--- src/rtl/regarb_pkg.sv ---
// Shared types and default sizing for the register-file write arbiter and debug read port.
// Optional feature macro: REGARB_ZERO_PROTECT_EN (register 0 hard-wired to zero).
package regarb_pkg;

    localparam int DEF_DATA_W     = 32;
    localparam int DEF_ADDR_W     = 5;
    localparam int DEF_STARVE_MAX = 4;
    localparam int STARVE_CNT_W   = 3;

    typedef enum logic [1:0] {
        RD_IDLE  = 2'd0,
        RD_ISSUE = 2'd1,
        RD_RESP  = 2'd2
    } rd_state_t;

    // Increment that sticks at the limit instead of wrapping.
    function automatic logic [STARVE_CNT_W-1:0] sat_inc(
        input logic [STARVE_CNT_W-1:0] value,
        input logic [STARVE_CNT_W-1:0] limit
    );
        return (value >= limit) ? limit : value + 3'd1;
    endfunction

endpackage

--- src/rtl/regarb_starve_ctr.sv ---
// Counts consecutive cycles a debug write waits behind the core and raises the
// forced-grant flag once the wait reaches STARVE_MAX.
module regarb_starve_ctr
    import regarb_pkg::*;
#(
    parameter int STARVE_MAX = DEF_STARVE_MAX
) (
    input  logic                    clk,
    input  logic                    reset_n,
    input  logic                    dbg_valid,
    input  logic                    dbg_accept,
    output logic [STARVE_CNT_W-1:0] count,
    output logic                    force_grant
);

    localparam logic [STARVE_CNT_W-1:0] LIMIT = STARVE_CNT_W'(STARVE_MAX);

    // The count only survives while a debug write is continuously pending and refused.
    always_ff @(posedge clk) begin
        if (!reset_n) begin
            count <= '0;
        end else if (!dbg_valid || dbg_accept) begin
            count <= '0;
        end else begin
            count <= sat_inc(count, LIMIT);
        end
    end

    assign force_grant = (count == LIMIT);

endmodule

--- src/rtl/regfile_arbiter.sv ---
// Arbitrates core and debug writes into a single register-file write port and
// serves debug reads with write bypass. Optional macro: REGARB_ZERO_PROTECT_EN.
module regfile_arbiter
    import regarb_pkg::*;
#(
    parameter int DATA_W     = DEF_DATA_W,
    parameter int ADDR_W     = DEF_ADDR_W,
    parameter int STARVE_MAX = DEF_STARVE_MAX
) (
    input  logic                    clk,
    input  logic                    reset_n,

    input  logic                    core_wr_valid,
    input  logic [ADDR_W-1:0]       core_wr_addr,
    input  logic [DATA_W-1:0]       core_wr_data,
    output logic                    core_wr_ready,

    input  logic                    dbg_wr_valid,
    input  logic [ADDR_W-1:0]       dbg_wr_addr,
    input  logic [DATA_W-1:0]       dbg_wr_data,
    output logic                    dbg_wr_ready,

    input  logic                    dbg_rd_valid,
    input  logic [ADDR_W-1:0]       dbg_rd_addr,
    output logic                    dbg_rd_ready,
    output logic                    dbg_rd_rvalid,
    output logic [DATA_W-1:0]       dbg_rd_rdata,
    input  logic                    dbg_rd_rack,

    output logic                    rf_we,
    output logic [ADDR_W-1:0]       rf_waddr,
    output logic [DATA_W-1:0]       rf_wdata,
    output logic [ADDR_W-1:0]       rf_raddr,
    input  logic [DATA_W-1:0]       rf_rdata,

    output logic [STARVE_CNT_W-1:0] starve_cnt
);

    logic              force_grant;
    logic              core_acc;
    logic              dbg_acc;
    logic              wr_acc;
    logic              wr_commit;
    logic [ADDR_W-1:0] wr_addr;
    logic [DATA_W-1:0] wr_data;
    logic [DATA_W-1:0] rd_capture;
    rd_state_t         rd_state;

    regarb_starve_ctr #(
        .STARVE_MAX (STARVE_MAX)
    ) u_starve_ctr (
        .clk         (clk),
        .reset_n     (reset_n),
        .dbg_valid   (dbg_wr_valid),
        .dbg_accept  (dbg_acc),
        .count       (starve_cnt),
        .force_grant (force_grant)
    );

    // Readies are gated by reset_n so nothing is offered during reset, yet the
    // first edge after release can already complete a handshake.
    assign core_wr_ready = reset_n && !force_grant;
    assign dbg_wr_ready  = reset_n && (!core_wr_valid || force_grant);
    assign dbg_rd_ready  = reset_n && (rd_state == RD_IDLE);

    assign core_acc = core_wr_valid && core_wr_ready;
    assign dbg_acc  = dbg_wr_valid && dbg_wr_ready;
    assign wr_acc   = core_acc || dbg_acc;
    assign wr_addr  = core_acc ? core_wr_addr : dbg_wr_addr;
    assign wr_data  = core_acc ? core_wr_data : dbg_wr_data;

`ifdef REGARB_ZERO_PROTECT_EN
    assign wr_commit = wr_acc && (wr_addr != '0);
`else
    assign wr_commit = wr_acc;
`endif

    always_ff @(posedge clk) begin
        if (!reset_n) begin
            rf_we    <= 1'b0;
            rf_waddr <= '0;
            rf_wdata <= '0;
        end else begin
            rf_we <= wr_commit;
            if (wr_acc) begin
                rf_waddr <= wr_addr;
                rf_wdata <= wr_data;
            end
        end
    end

    // A write retiring in the same cycle as the read lookup is newer than the array contents.
    always_comb begin
        rd_capture = rf_rdata;
        if (rf_we && (rf_waddr == rf_raddr)) begin
            rd_capture = rf_wdata;
        end
`ifdef REGARB_ZERO_PROTECT_EN
        if (rf_raddr == '0) begin
            rd_capture = '0;
        end
`endif
    end

    always_ff @(posedge clk) begin
        if (!reset_n) begin
            rd_state      <= RD_IDLE;
            rf_raddr      <= '0;
            dbg_rd_rdata  <= '0;
            dbg_rd_rvalid <= 1'b0;
        end else begin
            case (rd_state)
                RD_IDLE: begin
                    if (dbg_rd_valid) begin
                        rf_raddr <= dbg_rd_addr;
                        rd_state <= RD_ISSUE;
                    end
                end
                RD_ISSUE: begin
                    dbg_rd_rdata  <= rd_capture;
                    dbg_rd_rvalid <= 1'b1;
                    rd_state      <= RD_RESP;
                end
                RD_RESP: begin
                    if (dbg_rd_rack) begin
                        dbg_rd_rvalid <= 1'b0;
                        rd_state      <= RD_IDLE;
                    end
                end
                default: begin
                    dbg_rd_rvalid <= 1'b0;
                    rd_state      <= RD_IDLE;
                end
            endcase
        end
    end

    assert property (@(posedge clk) disable iff (!reset_n) !(core_acc && dbg_acc));
    assert property (@(posedge clk) disable iff (!reset_n) dbg_rd_rvalid == (rd_state == RD_RESP));

endmodule

--- config.mk ---
export PLATFORM = sky130hd
export DESIGN_NAME = regfile_arbiter
export DESIGN_NICKNAME = d
export VERILOG_FILES = /design/src/rtl/regarb_pkg.sv /design/src/rtl/regarb_starve_ctr.sv /design/src/rtl/regfile_arbiter.sv
export SDC_FILE = /design/constraint.sdc
export NUM_CORES = 1
export LEC_CHECK = 0
export BUFFER_PORTS_ARGS = -buffer_cell sky130_fd_sc_hd__buf_2
export CORE_ASPECT_RATIO = 1.5
export CORE_MARGIN = 8
export CORE_UTILIZATION = 40
export DETAILED_ROUTE_END_ITERATION = 8
export PLACE_DENSITY = 0.88
export SLEW_MARGIN = 15
export SYNTH_ARGS = -nofsm -noshare
export SYNTH_HDL_FRONTEND = slang
export SYNTH_SLANG_ARGS = --single-unit
export TNS_END_PERCENT = 50
--- constraint.sdc ---
create_clock -name clk -period 1.4 [get_ports clk]
set_input_delay 0.07 -clock clk [delete_from_list [all_inputs] [get_ports clk]]
set_output_delay 0.07 -clock clk [all_outputs]
set_load 0.01 [all_outputs]
==> out/results.tsv, run 1 <==
stage	metric	value	unit
run_status	status	finished with violations	
run_status	failing checks	setup timing	
floorplan	Placement Rows	42	
route	First DRT Iteration DRCs	184	
clocking	CTS tree	done	
global_routing	GRT Total Usage	21.4	%
finish	Nets	702	
floorplan	# IOs	199	
timing	max_slew headroom	76.0	%
clocking	H-tree level count	3	
finish	most frequent cells in the layout	buf_2 (197), dfxtp_1 (78), dlygate4sd3_1 (45)	
worst_hold_path	hold path startpoint	rf_rdata[5]	
route	number of vias per cell	5.28	
timing	final worst path period need	1.53	ns
synth	sequential area share after synthesis	45.0	%
synth	Post-Syn Area	3600	µm²
clocking	worst-skew pair later-pin latency	0.32	ns
finish	Area Overhead vs Synth	58.8	%
clocking	Clock Tree Root	clkbuf_16	
worst_setup_path	worst path required time	1.61	ns
placed_design	I/O Buffers	198	
synth	area share of the leading cell type in the synthesized netlist	45.0	%
power	pwr/cell area	1110	nW/µm²
placed_design	HPWL Detailed	9210	µm
timing	final worst setup slack	-0.128	ns
timing	Period Utilization, post-route	109	%
timing	Final Skew	0.00730	ns
route	Routed Antenna Nets	0	
worst_setup_path	CP max FO	17	
synth	synthesized instance count	333	
timing	# setup viols final	33	
synth	XOR/XNOR Fraction of Synth Area	1.22	%
global_routing	Congestion Overflow GR	0	
synth	Compound-Gate Fraction of Synth Area	27.9	%
floorplan	Starting Density	41.0	%
power	maximum VDD drop	832	µV
timing	Worst-Margin Slew	0.360	ns
synth	adder-cell share of the synthesized area	0.695	%
synth	Post-Synth Simple-Gate Area	8.38	%
clocking	CTS Sinks	81	
worst_setup_path	Worst Setup SP	rf_raddr[4]	
route	drt total wl	13400	µm
global_routing	vias in the first global route	4173	
placed_design	GP Congestion	0.813	
worst_setup_path	worst setup path category	reg -> reg	
timing	RSZ-0062 raised after global routing	yes	
worst_setup_path	Critical Path AT	1.74	ns
synth	synth top area cells	dfxtp_1 (45%), mux2i_1 (12%), o211a_1 (11%)	
timing	Hold Fails Final Rpt	0	
floorplan	Die Span Y	132	µm
route	Avg WL per Cell	19.2	µm
clocking	Num CTS Buffers	9	
route	DR DRC count	0	
synth	register bit count reported by yosys	81	
synth	library cells used by synthesis	27	
timing	setup TNS	-3.60	ns
run	number of max-cap violations	0	
power	P_leak	3.08	nW
floorplan	chip width	93.5	µm
timing	WHS	0.0140	ns
clocking	Reg clk slew, reported paths	0.06	ns
worst_setup_path	Worst R2R Start	rf_raddr[4]	
global_routing	first-pass GRT wire length	21100	µm
floorplan	full die area	12400	µm²
worst_hold_path	hold crit path type	in -> reg	
route	DRT Pass-1 Iters	4	
worst_setup_path	Crit. End Element	register	
timing	max-slew violations	0	
global_routing	largest net degree at the start of global routing	45	
synth	mux share of post-synthesis cell area	11.7	%
finish	final core utilization	65.1	%
finish	most common cell after layout, fill and taps aside	buf_2	
synth	largest family of logic cells by synthesized area	compound AO/OA/AOI/OAI gates	
worst_setup_path	Startpoint Class	register	
timing	highest clock rate	655	MHz
global_routing	antenna violations before repair	0	
finish	layout cells sized above 1	48.8	%
clocking	Longest Clk Path Bufs	2	
synth	synthesized area per cell	10.8	µm²
synth	YS warnings	0	
floorplan	Core Footprint	8780	µm²
route	routed vias	3694	
synth	post-synth net total	452	
synth	Synth area leader	dfxtp_1	
-- state kept, by name (all words and copies together), names as in the netlist --
register / flops
rd_state: 2
rf_we: 1
dbg_rd_rdata: 32
rf_waddr: 5
u_starve_ctr.count: 3
rf_raddr: 5
dbg_rd_rvalid: 1
rf_wdata: 32
-- final cells by class --
| class | instances | area, µm² |
|---|---|---|
| fill | 654 | 3060 |
| multi-input combinational | 216 | 1830 |
| timing repair buffer | 271 | 1800 |
| sequential | 81 | 1630 |
| clock buffer | 10 | 229 |
| tap | 110 | 138 |
| clock inverter | 6 | 82.6 |
| inverter | 4 | 15.0 |
| antenna | 1 | 2.50 |
-- cells by family after synthesis --
logic type               count (synthesis)
flip-flops                              81
AO/OA/AOI/OAI                          106
multiplexers                            42
buffers and inverters                   36
XOR/XNOR                                 5
AND/OR/NAND/NOR                         61
adder cells (fa/ha/maj)                  2
-- stage by stage --
| stage | power, W | setup slack (ns) | cell area (µm²) | instances |
|---|---|---|---|---|
| final | 0.00632 | -0.128 | 5720 | 699 |
| after global routing | 0.00659 | -0.196 | 5710 | 698 |
| after CTS | 0.00635 | -0.143 | 5700 | 698 |
| after detailed placement | 0.00375 | -0.146 | 4820 | 633 |
| after global placement | 0.00370 | -0.110 | 4820 | 633 |
| after floorplan | 0.00321 | -0.110 | 3600 | 333 |
-- final timing paths --
kind,end,slack (ns),cells after the start
hold reg to reg,dbg_rd_rvalid,0.54,1
hold / removal,dbg_rd_rdata[5],0.01,2
setup reg to reg,dbg_rd_rdata[21],-0.13,5
setup / recovery,dbg_rd_rdata[21],-0.13,5
-- critical path, cell delays in order (launching register included) --
cell and delay [ns]:
dfxtp_1 0.33, xor2_1 0.17, nor4_4 0.31, nand3_2 0.14, buf_6 0.19, o221a_2 0.28
-- cells in the mapped netlist (all sizes together) --
master,count
nor4,3
o211a,38
o221a,32
mux2i,42
o21a,32
nor2,2
dfxtp,81
nand2,40
ha,2
a21oi,2
xor2,4
nor2b,8
nor3,1
clkbuf,16
nor3b,2
buf,16
inv,4
a21bo,1
xnor2,1
o21ai,1
and2,4
nand3,1
-- timing repair --
item	4_1_cts	5_1_grt
hold buffers	45	0
cloned	2	0
setup endpoints to repair	33	44
gates resized for setup	13	5
hold endpoints to repair	45	0
setup buffers	2	0
pin swaps	1	0
-- where the power goes --
group	switching, W	leakage (nW)	internal (W)
logic	0.000582	2.26	0.000688
clock network	0.000904	0.152	0.00155
registers	0.000112	0.671	0.00248
-- layer usage --
| layer | vias up | GRT usage (%) | routed length, µm |
|---|---|---|---|
| met5 | - | 0 | 0 |
| met4 | 0 | 11.7 | 533 |
| met3 | 40 | 7.01 | 1130 |
| met2 | 166 | 39.6 | 7170 |
| met1 | 1748 | 19.6 | 4560 |
| li1 | 1740 | - | - |
Power figures use the tool's default switching activity.
==> inputs of run 2 (changes only) <==
GPL_TIMING_DRIVEN = 0   (was default)
==> run 2 against run 1 <==
The run still ends with setup timing left. Via count is 4.1% higher. Fmax fell by 5.9%. Core utilization is 1.8 points higher. Sequential share of layout area decreased by 0.71 points. Clock skew barely moved. Die area stayed put. Sequential power about the same. First-iteration DRC count shrank 9.2%. Clock power is 11% lower. Critical path type unchanged.
==> out/results.tsv, run 2 (synthesis gave the netlist of run 1 again) <==
stage	metric	value	unit	change
run_status	status	finished with violations		
run_status	failing checks	setup timing		
finish	final core utilization	66.9	%	+1.8 points
global_routing	antenna violations before repair	4		+4
power	PnR Total Power	0.00610	W	-3.5%
route	met3 WL	1020	µm	-10%
clocking	Reg clk slew, reported paths	0.06	ns	about the same
worst_setup_path	Startpoint Class	register		
route	First DRT Iteration DRCs	167		-9.2%
power	maximum VDD drop	998	µV	+20%
worst_setup_path	CP max FO	10		-7
worst_setup_path	crit-path max cell delay	0.38	ns	+0.05 ns
floorplan	Placement Rows	42		unchanged
finish	most frequent cells in the layout	buf_2 (197), dfxtp_1 (76), dlygate4sd3_1 (57)		
timing	Worst-Margin Slew	0.575	ns	+0.215 ns
timing	Period Utilization, post-route	116	%	+6.9 points
finish	Area Overhead vs Synth	63.2	%	
timing	final worst setup slack	-0.224	ns	-0.0966 ns
global_routing	largest net degree at the start of global routing	13		-71%
timing	RSZ-0062 raised after global routing	yes		
placed_design	GP Congestion	0.842		+3.5%
worst_hold_path	hold crit path type	in -> reg		
timing	final worst path period need	1.62	ns	+0.0966 ns
route	drt total wl	14600	µm	+9.1%
clocking	Longest Clk Path Bufs	2		unchanged
finish	fillers	684		+4.6%
clocking	H-tree level count	3		unchanged
worst_setup_path	slowest cell on the critical path	nor4_4		
global_routing	first-pass GRT wire length	22500	µm	+6.8%
worst_setup_path	Buf/Inv on CP	1		unchanged
finish	Nets	730		+4.0%
route	routed vias	3844		+4.1%
worst_setup_path	worst path cell trace	xor2_1, nor4_4, nand3_4, buf_6, o221a_2		
timing	highest clock rate	616	MHz	-5.9%
floorplan	Starting Density	41.0	%	unchanged
route	DRT Pass-1 Iters	5		+1
global_routing	GRT Total Usage	23.1	%	+1.7 points
worst_setup_path	critical path's top delay family	simple AND/OR/NAND/NOR gates		
placed_design	HPWL Detailed	10100	µm	+9.3%
clocking	CTS Sinks	81		unchanged
worst_setup_path	Crit. End Element	register		
finish	most common cell after layout, fill and taps aside	buf_2		
timing	# setup viols final	51		+55%
route	met2 wire length	7810	µm	+9.0%
power	pwr/cell area	1040	nW/µm²	-6.0%
route	Routed Antenna Nets	0		unchanged
placed_design	placed cell count	639		+0.95%
floorplan	full die area	12400	µm²	unchanged
run	number of max-cap violations	0		unchanged
floorplan	chip width	93.5	µm	unchanged
timing	max_slew headroom	61.7	%	-14 points
placed_design	I/O Buffers	196		-1.0%
worst_setup_path	worst setup path category	reg -> reg		
route	top layer in use	met4		
route	Avg WL per Cell	20.0	µm	+4.5%
global_routing	Congestion Overflow GR	0		unchanged
clocking	CTS tree	done		
floorplan	Die Span Y	132	µm	unchanged
finish	Final Non-Filler Cells	730		+4.4%
finish	layout cells sized above 1	47.9	%	-0.92 points
route	wire length on met1	5290	µm	+16%
floorplan	Core Footprint	8780	µm²	unchanged
clocking	Clock Tree Root	clkbuf_16		
timing	Final Skew	0.00759	ns	+0.000292 ns
finish	largest registers in the final layout	dbg_rd_rdata x32, rf_wdata x32		
clocking	Num CTS Buffers	9		unchanged
clocking	worst-skew pair later-pin latency	0.33	ns	about the same
route	DR DRC count	0		unchanged
timing	setup TNS	-7.82	ns	-4.21 ns
timing	Hold Fails Final Rpt	0		unchanged
timing	max-slew violations	0		unchanged
global_routing	vias in the first global route	4319		+3.5%
worst_setup_path	Critical Path AT	1.84	ns	+0.10 ns
power	P_leak	3.15	nW	+2.0%
worst_setup_path	worst path required time	1.61	ns	about the same
route	number of vias per cell	5.27		-0.36%
floorplan	# IOs	199		unchanged
run 2: worst paths after layout:
| check | start | to | slack, ns | depth (start not counted) |
|---|---|---|---|---|
| hold / removal | dbg_rd_addr[2] | rf_raddr[2] | 0.009 | 3 |
| hold reg to reg | dbg_rd_rvalid | dbg_rd_rvalid | 0.51 | 1 |
| setup reg to reg | rf_waddr[2] | dbg_rd_rdata[27] | -0.22 | 5 |
| setup / recovery | rf_waddr[2] | dbg_rd_rdata[27] | -0.22 | 5 |
run 2: repair_timing:
item | in CTS | in global routing
cloned | 1 | 1
endpoints found under the setup margin | 72 | 75
endpoints found under the hold margin | 56 | 1
gates resized for setup | 39 | 19
setup buffers | 11 | 2
hold buffers | 56 | 1
pin swaps | 5 | 1
run 2: report_power, final:
| part | leakage [nW] | total [W] | switching [W] | internal, W |
|---|---|---|---|---|
| logic | 2.34 | 0.00129 | 0.000594 | 0.000698 |
| clock network | 0.139 | 0.00220 | 0.000909 | 0.00129 |
| registers | 0.672 | 0.00261 | 0.000125 | 0.00248 |
| total | 3.15 | 0.00610 | 0.00163 | 0.00447 |
run 2: metal layers:
| layer | track usage [%] | vias up |
|---|---|---|
| met1 | 23.1 | 1830 |
| met3 | 5.99 | 36 |
| li1 | - | 1811 |
| met5 | 0 | - |
| met4 | 12.1 | 0 |
| met2 | 41.9 | 167 |
run 2: metrics by stage:
stage / hold WS [ns] / setup slack, ns / cell area [µm²]
4_1_cts: 0.000219 / -0.246 / 5770
3_3_place_gp: 0.288 / -0.486 / 4720
3_5_place_dp: 0.294 / -0.549 / 4720
5_1_grt: 0.00166 / -0.278 / 5870
6_report: 0.00888 / -0.224 / 5870
2_1_floorplan: 0.192 / -0.110 / 3600
run 2: area by class of cell:
| class | instances | area [µm²] | area share, % |
|---|---|---|---|
| Buffer | 32 | 233 | 3.96 |
| Inverter | 4 | 15.0 | 0.256 |
| Sequential cell | 81 | 1630 | 27.7 |
| Tap cell | 110 | 138 | 2.34 |
| Timing Repair Buffer | 267 | 1730 | 29.4 |
| Antenna cell | 4 | 10.0 | 0.170 |
| Multi-Input combinational cell | 216 | 1850 | 31.4 |
| Clock inverter | 3 | 15.0 | 0.256 |
| Clock buffer | 13 | 260 | 4.43 |
run 2: tightest hold or removal path, delay by kind of cell:
| family | cells | cell delay (ns) |
|---|---|---|
| multiplexers | 1 | 0.05 |
| buffers and inverters | 1 | 0.07 |
| AND/OR/NAND/NOR | 1 | 0.10 |
